**src/rtl/otter_fetch_queue.sv**
```systemverilog
// Instruction fetch for OTTER memory port 1: sequential PC generation, one in-flight
// synchronous read, and a small tagged queue toward decode with zero-bubble redirect.
module otter_fetch_queue #(
    parameter logic [31:0] RESET_VEC = 32'h0000_0000,
    parameter int unsigned DEPTH     = 2,
    parameter logic [31:0] MEM_BYTES = 32'h0000_4000
) (
    input  logic        CLK,
    input  logic        RST_N,
    output logic [31:0] MEM_ADDR1,
    output logic        MEM_READ1,
    input  logic [31:0] MEM_DOUT1,
    input  logic        REDIRECT,
    input  logic [31:0] REDIRECT_PC,
    output logic        IF_VALID,
    input  logic        ID_READY,
    output logic [31:0] IF_PC,
    output logic [31:0] IF_IR,
    output logic        IF_ERR
);

    localparam int unsigned PW = (DEPTH > 1) ? $clog2(DEPTH) : 1;
    localparam int unsigned CW = $clog2(DEPTH + 1);

    function automatic logic addr_err(input logic [31:0] a);
        return (a[1:0] != 2'b00) || (a >= MEM_BYTES);
    endfunction

    logic [31:0]   fpc_q, fpc_d;
    logic          rsp_valid_q, rsp_valid_d;
    logic [31:0]   rsp_pc_q, rsp_pc_d;
    logic          rsp_err_q, rsp_err_d;
    logic [PW-1:0] rd_ptr_q, rd_ptr_d;
    logic [PW-1:0] wr_ptr_q, wr_ptr_d;
    logic [CW-1:0] count_q, count_d;

    logic [31:0] q_pc_q  [DEPTH];
    logic [31:0] q_ir_q  [DEPTH];
    logic        q_err_q [DEPTH];

    logic        head_valid;
    logic        pop_req;
    logic        pop;
    logic        push;
    logic        issue;
    logic [31:0] occ;

    assign head_valid = (count_q != '0);
    assign pop_req    = head_valid && ID_READY;
    // A redirect flushes the queue, so that cycle's pop and push are both void.
    assign pop        = pop_req && !REDIRECT;
    assign push       = rsp_valid_q && !REDIRECT;

    // Occupancy once the in-flight response lands and the head leaves.
    assign occ   = 32'(count_q) + 32'(rsp_valid_q) - 32'(pop_req);
    assign issue = RST_N && (REDIRECT || (occ < DEPTH));

    assign MEM_READ1 = issue;
    assign MEM_ADDR1 = (RST_N && REDIRECT) ? REDIRECT_PC : fpc_q;

    assign IF_VALID = head_valid;
    assign IF_PC    = head_valid ? q_pc_q[rd_ptr_q]  : 32'h0;
    assign IF_IR    = head_valid ? q_ir_q[rd_ptr_q]  : 32'h0;
    assign IF_ERR   = head_valid ? q_err_q[rd_ptr_q] : 1'b0;

    always_comb begin
        fpc_d       = fpc_q;
        rsp_valid_d = 1'b0;
        rsp_pc_d    = rsp_pc_q;
        rsp_err_d   = rsp_err_q;
        rd_ptr_d    = rd_ptr_q;
        wr_ptr_d    = wr_ptr_q;
        count_d     = count_q;

        if (REDIRECT) begin
            fpc_d       = REDIRECT_PC + 32'd4;
            rsp_valid_d = 1'b1;
            rsp_pc_d    = REDIRECT_PC;
            rsp_err_d   = addr_err(REDIRECT_PC);
            rd_ptr_d    = '0;
            wr_ptr_d    = '0;
            count_d     = '0;
        end else begin
            if (issue) begin
                fpc_d       = fpc_q + 32'd4;
                rsp_valid_d = 1'b1;
                rsp_pc_d    = fpc_q;
                rsp_err_d   = addr_err(fpc_q);
            end
            if (push) begin
                wr_ptr_d = wr_ptr_q + PW'(1);
            end
            if (pop) begin
                rd_ptr_d = rd_ptr_q + PW'(1);
            end
            if (push && !pop) begin
                count_d = count_q + CW'(1);
            end else if (!push && pop) begin
                count_d = count_q - CW'(1);
            end
        end
    end

    always_ff @(posedge CLK or negedge RST_N) begin
        if (!RST_N) begin
            fpc_q       <= RESET_VEC;
            rsp_valid_q <= 1'b0;
            rsp_pc_q    <= 32'h0;
            rsp_err_q   <= 1'b0;
            rd_ptr_q    <= '0;
            wr_ptr_q    <= '0;
            count_q     <= '0;
        end else begin
            fpc_q       <= fpc_d;
            rsp_valid_q <= rsp_valid_d;
            rsp_pc_q    <= rsp_pc_d;
            rsp_err_q   <= rsp_err_d;
            rd_ptr_q    <= rd_ptr_d;
            wr_ptr_q    <= wr_ptr_d;
            count_q     <= count_d;
        end
    end

    // Storage needs no reset: count_q gates every read of it.
    always_ff @(posedge CLK) begin
        if (push) begin
            q_pc_q[wr_ptr_q]  <= rsp_pc_q;
            q_ir_q[wr_ptr_q]  <= MEM_DOUT1;
            q_err_q[wr_ptr_q] <= rsp_err_q;
        end
    end

    assert property (@(posedge CLK) disable iff (!RST_N) !(push && (count_q == CW'(DEPTH))));
    assert property (@(posedge CLK) disable iff (!RST_N) !(pop && (count_q == '0)));

endmodule

```
**config.mk**
```make
export PLATFORM = sky130hd
export DESIGN_NAME = otter_fetch_queue
export DESIGN_NICKNAME = d
export VERILOG_FILES = /design/src/rtl/otter_fetch_queue.sv
export SDC_FILE = /design/constraint.sdc
export NUM_CORES = 1
export LEC_CHECK = 0
export CORE_ASPECT_RATIO = 1.75
export CORE_MARGIN = 3
export CORE_UTILIZATION = 54
export DETAILED_ROUTE_END_ITERATION = 10
export PLACE_DENSITY_LB_ADDON = 0.12
export SLEW_MARGIN = 0
export SYNTH_ARGS = -nofsm -noshare
export SYNTH_HDL_FRONTEND = slang
export SYNTH_SLANG_ARGS = --single-unit
```
**constraint.sdc**
```tcl
create_clock -name CLK -period 8.3 [get_ports CLK]
set_clock_uncertainty 0.15 [all_clocks]
set_input_delay 2.075 -clock CLK [delete_from_list [all_inputs] [get_ports CLK]]
set_output_delay 2.075 -clock CLK [all_outputs]
set_load 0.01 [all_outputs]
```
== Yosys cells after proc, flatten, opt, wreduce, memory -nomap -nowiden ==
Memory sizes are Yosys's and may differ from the RTL's.
Cells that the tools add are included.
Widths: inputs -> output; s select.

* Magnitude comparators: 3
* Reduce and logical (&&, ||, !) cells: 20
* Add/sub/neg operators: 8
* Mux-type cells: 21

{| class="wikitable"
|+ Operators with widths
! cell !! number
|-
| $mux 32 || 7
|-
| $add 32x3->32 const B || 2
|-
| $ge 32x15->1 const B || 2
|-
| $lt 32x2->1 const B || 1
|-
| $reduce_bool 2->1 || 6
|-
| $mux 1 || 11
|-
| $logic_and 1x1->1 || 7
|-
| $mux 2 || 3
|-
| $sub 3x1->4 || 1
|-
| $add 2x1->3 || 1
|-
| $logic_not 1->1 || 3
|-
| $logic_or 1x1->1 || 3
|-
| $reduce_bool 3->1 || 1
|-
| $add 1x1->1 const B || 2
|-
| $add 2x1->2 const B || 1
|-
| $sub 2x1->2 const B || 1
|}

* Bits in writable memories: 130
* Memories: 3
* Word-level logic and storage cells: 62
* Register bits: 70
* Output and inout port bits: 99
* Input bits: 68

{| class="wikitable"
|+ Memories
! memory !! words !! bits a word !! read ports !! clocked after Yosys merged registers in !! write ports !! RTL line !! source
|-
| q_ir_q || 2 || 32 || 1 || 0 || 1 || 38 || <nowiki>logic [31:0] q_ir_q [DEPTH];</nowiki>
|-
| q_pc_q || 2 || 32 || 1 || 0 || 1 || 37 || <nowiki>logic [31:0] q_pc_q [DEPTH];</nowiki>
|-
| q_err_q || 2 || 1 || 1 || 0 || 1 || 39 || <nowiki>logic q_err_q [DEPTH];</nowiki>
|}

== Longest topological paths before layout ==
* Depth after elaboration: 8
* Gate-level depth with buffers: 12
* Depth with buffers taken out: 10

== Least setup slack after synthesis ==
No wires, ideal clock.

* Path type: input -> register
* Start point: input port REDIRECT
* End point: memory q_err_q[0] (enable)
* Setup time: 0.581 ns
* Data required time: 7.569 ns
* Cell stages on the path: 5
* Arrival: 7.523 ns
* Path slack: 0.045 ns
* Path buffers: 4
* Path through: buf_6 buf_4 buf_2 clkbuf_1 nor3b_1

* Word-level cells in the longest chain between the ends: 4

{| class="wikitable"
|+ Ends and longest elaborated chain
! item !! RTL line !! source
|-
| from (decl) || 13 || <nowiki>input logic REDIRECT,</nowiki>
|-
| $logic_not 1->1 || 52 || <nowiki>assign push = rsp_valid_q && !REDIRECT;</nowiki>
|-
| $logic_and 1x1->1 || 52 ||
|-
| $mux 1 || 126 || <nowiki>if (push) begin</nowiki>
|-
| $mux 1 (not written as such) || 129 || <nowiki>q_err_q[wr_ptr_q] <= rsp_err_q;</nowiki>
|-
| to (decl) || 39 ||
|}

Every way passes these cells.

== Worst setup path after layout ==
* Start point: input port ID_READY
* End point: output port MEM_READ1

* Word-level cells in the longest chain between the ends: 5

{| class="wikitable"
|+ Ends and longest elaborated chain
! item !! RTL line !! source
|-
| from (decl) || 16 || <nowiki>input logic ID_READY,</nowiki>
|-
| $logic_and 1x1->1 || 49 || <nowiki>assign pop_req = head_valid && ID_READY;</nowiki>
|-
| $sub 3x1->4 || 55 || <nowiki>assign occ = 32'(count_q) + 32'(rsp_valid_q) - 32'(pop_req);</nowiki>
|-
| $lt 32x2->1 || 56 || <nowiki>assign issue = RST_N && (REDIRECT || (occ < DEPTH));</nowiki>
|-
| $logic_or 1x1->1 || 56 ||
|-
| $logic_and 1x1->1 || 56 ||
|-
| to (decl) || 11 || <nowiki>output logic MEM_READ1,</nowiki>
|}

Every way passes these cells.

==> flow_summary.html <==
<table>
<tr><th>Metric</th><th>Value</th></tr>
<tr><th colspan="2">Synthesis</th></tr>
<tr><td>Mean cell area of the mapped netlist</td><td>12.32 µm²</td></tr>
<tr><td>Cell types occupying the most area after synthesis</td><td>sky130_fd_sc_hd__edfxtp_1 40%, sky130_fd_sc_hd__dfrtp_1 18%, sky130_fd_sc_hd__mux2i_1 11%, sky130_fd_sc_hd__mux2_2 4.5%, sky130_fd_sc_hd__nor2_1 3.7%</td></tr>
<tr><td>Leading area contributor after synthesis</td><td>sky130_fd_sc_hd__edfxtp_1</td></tr>
<tr><td>Part of the Yosys area used for sequential elements</td><td>0.5773</td></tr>
<tr><td>Compound-cell area share of the yosys netlist</td><td>0.05543</td></tr>
<tr><td>Total number of yosys warnings</td><td>0</td></tr>
<tr><td>Number of standard cells after synthesis</td><td>795</td></tr>
<tr><td>Post-Synth Adder-Cell Area</td><td>0.003321</td></tr>
<tr><td>Xor/xnor cell area share of the yosys netlist</td><td>0.04559</td></tr>
<tr><td>Mapped Nets</td><td>865</td></tr>
<tr><td>Number of synthesized flops with an enable pin</td><td>130</td></tr>
<tr><td>Main combinational cell family by area after synthesis</td><td>multiplexers</td></tr>
<tr><td>Synthesized-area fraction occupied by and/or/nand/nor cells</td><td>0.1392</td></tr>
<tr><td>Multiplexer fraction of the synthesized cell area</td><td>0.1501</td></tr>
<tr><td>Synth unique cells</td><td>61</td></tr>
<tr><td>Area of the mapped netlist</td><td>9797 µm²</td></tr>
<tr><td>Portion of synthesized cell area occupied by the leading cell type</td><td>0.3985</td></tr>
<tr><td>Fraction of registers with async set or reset after synthesis</td><td>0.3500</td></tr>
<tr><td>Register bit total from synthesis</td><td>200</td></tr>
<tr><td>Most used DFF post-synth</td><td>sky130_fd_sc_hd__edfxtp_1</td></tr>
<tr><th colspan="2">Detailed routing</th></tr>
<tr><td>Count of vias placed by the detailed router</td><td>6750</td></tr>
<tr><td>Routed wire length</td><td>22310 µm</td></tr>
<tr><td>First-pass DRT Iterations</td><td>6</td></tr>
<tr><td>Routed Antenna Nets</td><td>0</td></tr>
<tr><td>Via-to-Cell Ratio</td><td>5.711</td></tr>
<tr><td>DR DRC count</td><td>0</td></tr>
<tr><td>Topmost layer with routed signal wires</td><td>met4</td></tr>
<tr><td>Drt initial violations</td><td>536</td></tr>
<tr><td>Avg WL per Cell</td><td>18.87 µm</td></tr>
<tr><td>Total length of routed met3 wires</td><td>1100 µm</td></tr>
<tr><td>Met1 layer wirelength in the final routing</td><td>8950 µm</td></tr>
<tr><td>DR WL met2</td><td>11630 µm</td></tr>
<tr><th colspan="2">STA</th></tr>
<tr><td>Period minus WS final</td><td>6.755 ns</td></tr>
<tr><td>Achievable Freq</td><td>148.0 MHz</td></tr>
<tr><td>Final setup violation count</td><td>0</td></tr>
<tr><td>Worst-case setup margin in the final layout</td><td>1.545 ns</td></tr>
<tr><td>Actual transition at the worst max-transition pin</td><td>1.160 ns</td></tr>
<tr><td>Number of pins with negative max-slew slack in the final report</td><td>0</td></tr>
<tr><td>Setup repair after global routing missed its margin</td><td>no</td></tr>
<tr><td>Total negative setup slack</td><td>0 ns</td></tr>
<tr><td>Hold Fails Final Rpt</td><td>0</td></tr>
<tr><td>Slew headroom</td><td>0.2264</td></tr>
<tr><td>Fraction of the cycle the final worst path needs</td><td>0.8139</td></tr>
<tr><th colspan="2">Floorplan</th></tr>
<tr><td>Die Width</td><td>107.8 µm</td></tr>
<tr><td>I/O pins</td><td>167</td></tr>
<tr><td>Number of rows in the core area</td><td>64</td></tr>
<tr><td>Die Area</td><td>19860 µm²</td></tr>
<tr><td>Placeable core region</td><td>17620 µm²</td></tr>
<tr><td>Initial standard-cell utilization of the core</td><td>0.5561</td></tr>
<tr><td>Die Height</td><td>184.2 µm</td></tr>
<tr><th colspan="2">Power and ir drop</th></tr>
<tr><td>Leakage component of the power</td><td>0.004311 µW</td></tr>
<tr><td>Power density over the cells</td><td>221.5 nW/µm²</td></tr>
<tr><td>Maximum VDD drop</td><td>0.1286 mV</td></tr>
<tr><th colspan="2">Finish</th></tr>
<tr><td>Share of final-layout standard cells stronger than drive strength 1</td><td>0.1199</td></tr>
<tr><td>Most frequent cells in the layout</td><td>164 x sky130_fd_sc_hd__clkdlybuf4s50_1, 130 x sky130_fd_sc_hd__edfxtp_1, 103 x sky130_fd_sc_hd__mux2i_1</td></tr>
<tr><td>Area added between synthesis and finish</td><td>24.61%</td></tr>
<tr><td># fillers</td><td>1311</td></tr>
<tr><td>Post-route non-filler standard cell count</td><td>1182</td></tr>
<tr><td>Antenna diode count</td><td>0</td></tr>
<tr><td>Final Util</td><td>0.6930</td></tr>
<tr><td>Most common cell after layout, fill and taps aside</td><td>sky130_fd_sc_hd__clkdlybuf4s50_1</td></tr>
<tr><td>Final Net Count</td><td>1008</td></tr>
<tr><th colspan="2">Critical path</th></tr>
<tr><td>Largest fanout on the critical path</td><td>3</td></tr>
<tr><td>Critical path start-end classification</td><td>in -&gt; out</td></tr>
<tr><td>Endpoint required time on the critical path</td><td>6.08 ns</td></tr>
<tr><td>Startpoint type of the worst setup path</td><td>input port</td></tr>
<tr><td>Data arrival time of the worst path</td><td>4.53 ns</td></tr>
<tr><td>Setup crit end kind</td><td>output port</td></tr>
<tr><td>R2R cell count</td><td>11</td></tr>
<tr><th colspan="2">Clocking</th></tr>
<tr><td>Cts hold-fix bufs</td><td>0</td></tr>
<tr><td>Total clock buffers created by CTS</td><td>17</td></tr>
<tr><td>Number of sinks handled by clock tree synthesis</td><td>200</td></tr>
<tr><td>H-tree level count</td><td>4</td></tr>
<tr><td>Clock root buffer master</td><td>sky130_fd_sc_hd__clkbuf_16</td></tr>
<tr><td>Clk pin slew, worst setup/hold paths</td><td>0.07 ns</td></tr>
<tr><td>Number of setup buffers added after CTS</td><td>0</td></tr>
<tr><td>Skew-Pair Late Insertion Delay</td><td>0.43 ns</td></tr>
<tr><td>PostCTS Resize Cnt</td><td>0</td></tr>
<tr><td>TritonCTS clock tree</td><td>done</td></tr>
<tr><td>Max Buffers Root-to-Sink</td><td>2</td></tr>
<tr><th colspan="2">Placement</th></tr>
<tr><td>GP Congestion</td><td>0.8731</td></tr>
<tr><td>Number of buffers inserted by port buffering</td><td>166</td></tr>
<tr><td>Number of cells after detailed placement</td><td>1150</td></tr>
<tr><td>Placed wire-length estimate</td><td>15340 µm</td></tr>
<tr><td>Worst setup slack before clock tree synthesis</td><td>1.531 ns</td></tr>
<tr><th colspan="2">Global routing</th></tr>
<tr><td>Vias in the first global route</td><td>6857</td></tr>
<tr><td>Number of antenna violations at the first check in global routing</td><td>0</td></tr>
<tr><td>Overall overflow remaining after global route</td><td>0</td></tr>
<tr><td>First-pass GRT wire length</td><td>35620 µm</td></tr>
<tr><td>Maximum number of pins on one net before global-route repair</td><td>69</td></tr>
<tr><td>GRT Util Overall</td><td>0.2275</td></tr>
<tr><th colspan="2">Run</th></tr>
<tr><td>Total of max-cap violations</td><td>0</td></tr>
<tr><th colspan="2">Outcome</th></tr>
<tr><td>Outcome</td><td>finished, final reports clean</td></tr>
<tr><th colspan="2">Min path</th></tr>
<tr><td>Min-Delay Path Class</td><td>reg -&gt; reg</td></tr>
<tr><td>Depth of the worst hold-timing path</td><td>0</td></tr>
</table>
kinds of logic (layout without fill, tap and decap cells):
kind of cell	count (synthesis)	after routing
and+or+nand+nor	264	264
DFF	200	200
muxes	142	142
AOI/OAI and AO/OA	77	77
buffers and inverters	59	215
xor gates and xnor gates	51	51
adders and majority gates	2	2
worst max-delay path, stage by stage:
cell,delay [ns]
sky130_fd_sc_hd__clkdlybuf4s50_1,0.51
sky130_fd_sc_hd__nor2b_1,0.08
sky130_fd_sc_hd__o21bai_1,0.17
sky130_fd_sc_hd__and2_1,0.19
sky130_fd_sc_hd__fa_1,0.41
sky130_fd_sc_hd__xnor2_1,0.33
sky130_fd_sc_hd__nor2_1,0.11
sky130_fd_sc_hd__o21a_1,0.18
sky130_fd_sc_hd__clkdlybuf4s50_1,0.47
worst paths after layout:
path | start | to | slack (ns)
max | ID_READY | MEM_READ1 | 1.55
min | rsp_pc_q[16]$_DFFE_PN0P_ | q_pc_q[0][16]$_DFFE_PP_ | 0.33
max reg2reg | count_q[0]$_DFFE_PN0P_ | fpc_q[19]$_DFFE_PN0P_ | 4.85
min reg2reg | rsp_pc_q[16]$_DFFE_PN0P_ | q_pc_q[0][16]$_DFFE_PP_ | 0.33
max in group asynchronous | RST_N | rd_ptr_q$_DFFE_PN0P_ | 5.52
min in group asynchronous | RST_N | fpc_q[26]$_DFFE_PN0P_ | 1.54
registers in the layout, indices dropped and copies added, names as in the netlist, 2 cells and up:
name	cells
q_err_q	2
rsp_pc_q	32
q_pc_q	64
fpc_q	32
q_ir_q	64
count_q	2
power by group:
part / total [µW] / switching (µW) / internal (µW)
Clock: 877 / 388 / 490
Sequential: 1290 / 101 / 1190
Combinational: 539 / 266 / 273
synthesized netlist by cell type (3+ instances only):
cell type	count
sky130_fd_sc_hd__dfrtp_1	70
sky130_fd_sc_hd__buf_2	12
sky130_fd_sc_hd__nand2_1	66
sky130_fd_sc_hd__nand3_1	22
sky130_fd_sc_hd__xor2_1	19
sky130_fd_sc_hd__nand3b_1	6
sky130_fd_sc_hd__a21oi_1	14
sky130_fd_sc_hd__a22oi_1	4
sky130_fd_sc_hd__nor4_1	8
sky130_fd_sc_hd__inv_1	7
sky130_fd_sc_hd__buf_1	5
sky130_fd_sc_hd__xnor2_1	32
sky130_fd_sc_hd__mux2_2	39
sky130_fd_sc_hd__nor3_2	5
sky130_fd_sc_hd__o21ai_0	37
sky130_fd_sc_hd__nor2b_1	3
sky130_fd_sc_hd__o21a_1	4
sky130_fd_sc_hd__nand2b_1	3
sky130_fd_sc_hd__nor3_1	12
sky130_fd_sc_hd__and2_1	3
sky130_fd_sc_hd__clkbuf_1	24
sky130_fd_sc_hd__nor2_1	96
sky130_fd_sc_hd__clkbuf_2	3
sky130_fd_sc_hd__nand4_1	15
sky130_fd_sc_hd__mux2i_1	103
sky130_fd_sc_hd__edfxtp_1	130
sky130_fd_sc_hd__nand4b_1	6
sky130_fd_sc_hd__nand3_2	3
sky130_fd_sc_hd__buf_6	5
metrics by stage:
step	total power (µW)	hold WS [ns]	area (µm²)
2_1_floorplan	1583	0.2866	9797
3_3_place_gp	1827	0.3028	11580
3_5_place_dp	1850	0.3129	11580
4_1_cts	2726	0.3322	12210
5_1_grt	2823	0.3414	12210
6_report	2704	0.3307	12210
cell type report:
class,instances,area [µm²],share of cell area
Clock buffer,17,425.4,0.03485
Timing Repair Buffer,175,1722,0.1410
Inverter,8,30.03,0.002460
Clock inverter,15,206.4,0.01691
Sequential cell,200,5659,0.4636
Multi-Input combinational cell,536,3876,0.3175
Tap cell,231,289.0,0.02368
metal layers:
| metal | global-route usage | vias to the layer above |
|---|---|---|
| met4 | 0.09100 | 0 |
| met3 | 0.03961 | 40 |
| met2 | 0.3891 | 224 |
| li1 | - | 3167 |
| met1 | 0.2862 | 3319 |
| met5 | 0 | - |
No activity file was read; power rests on OpenSTA's default activity.
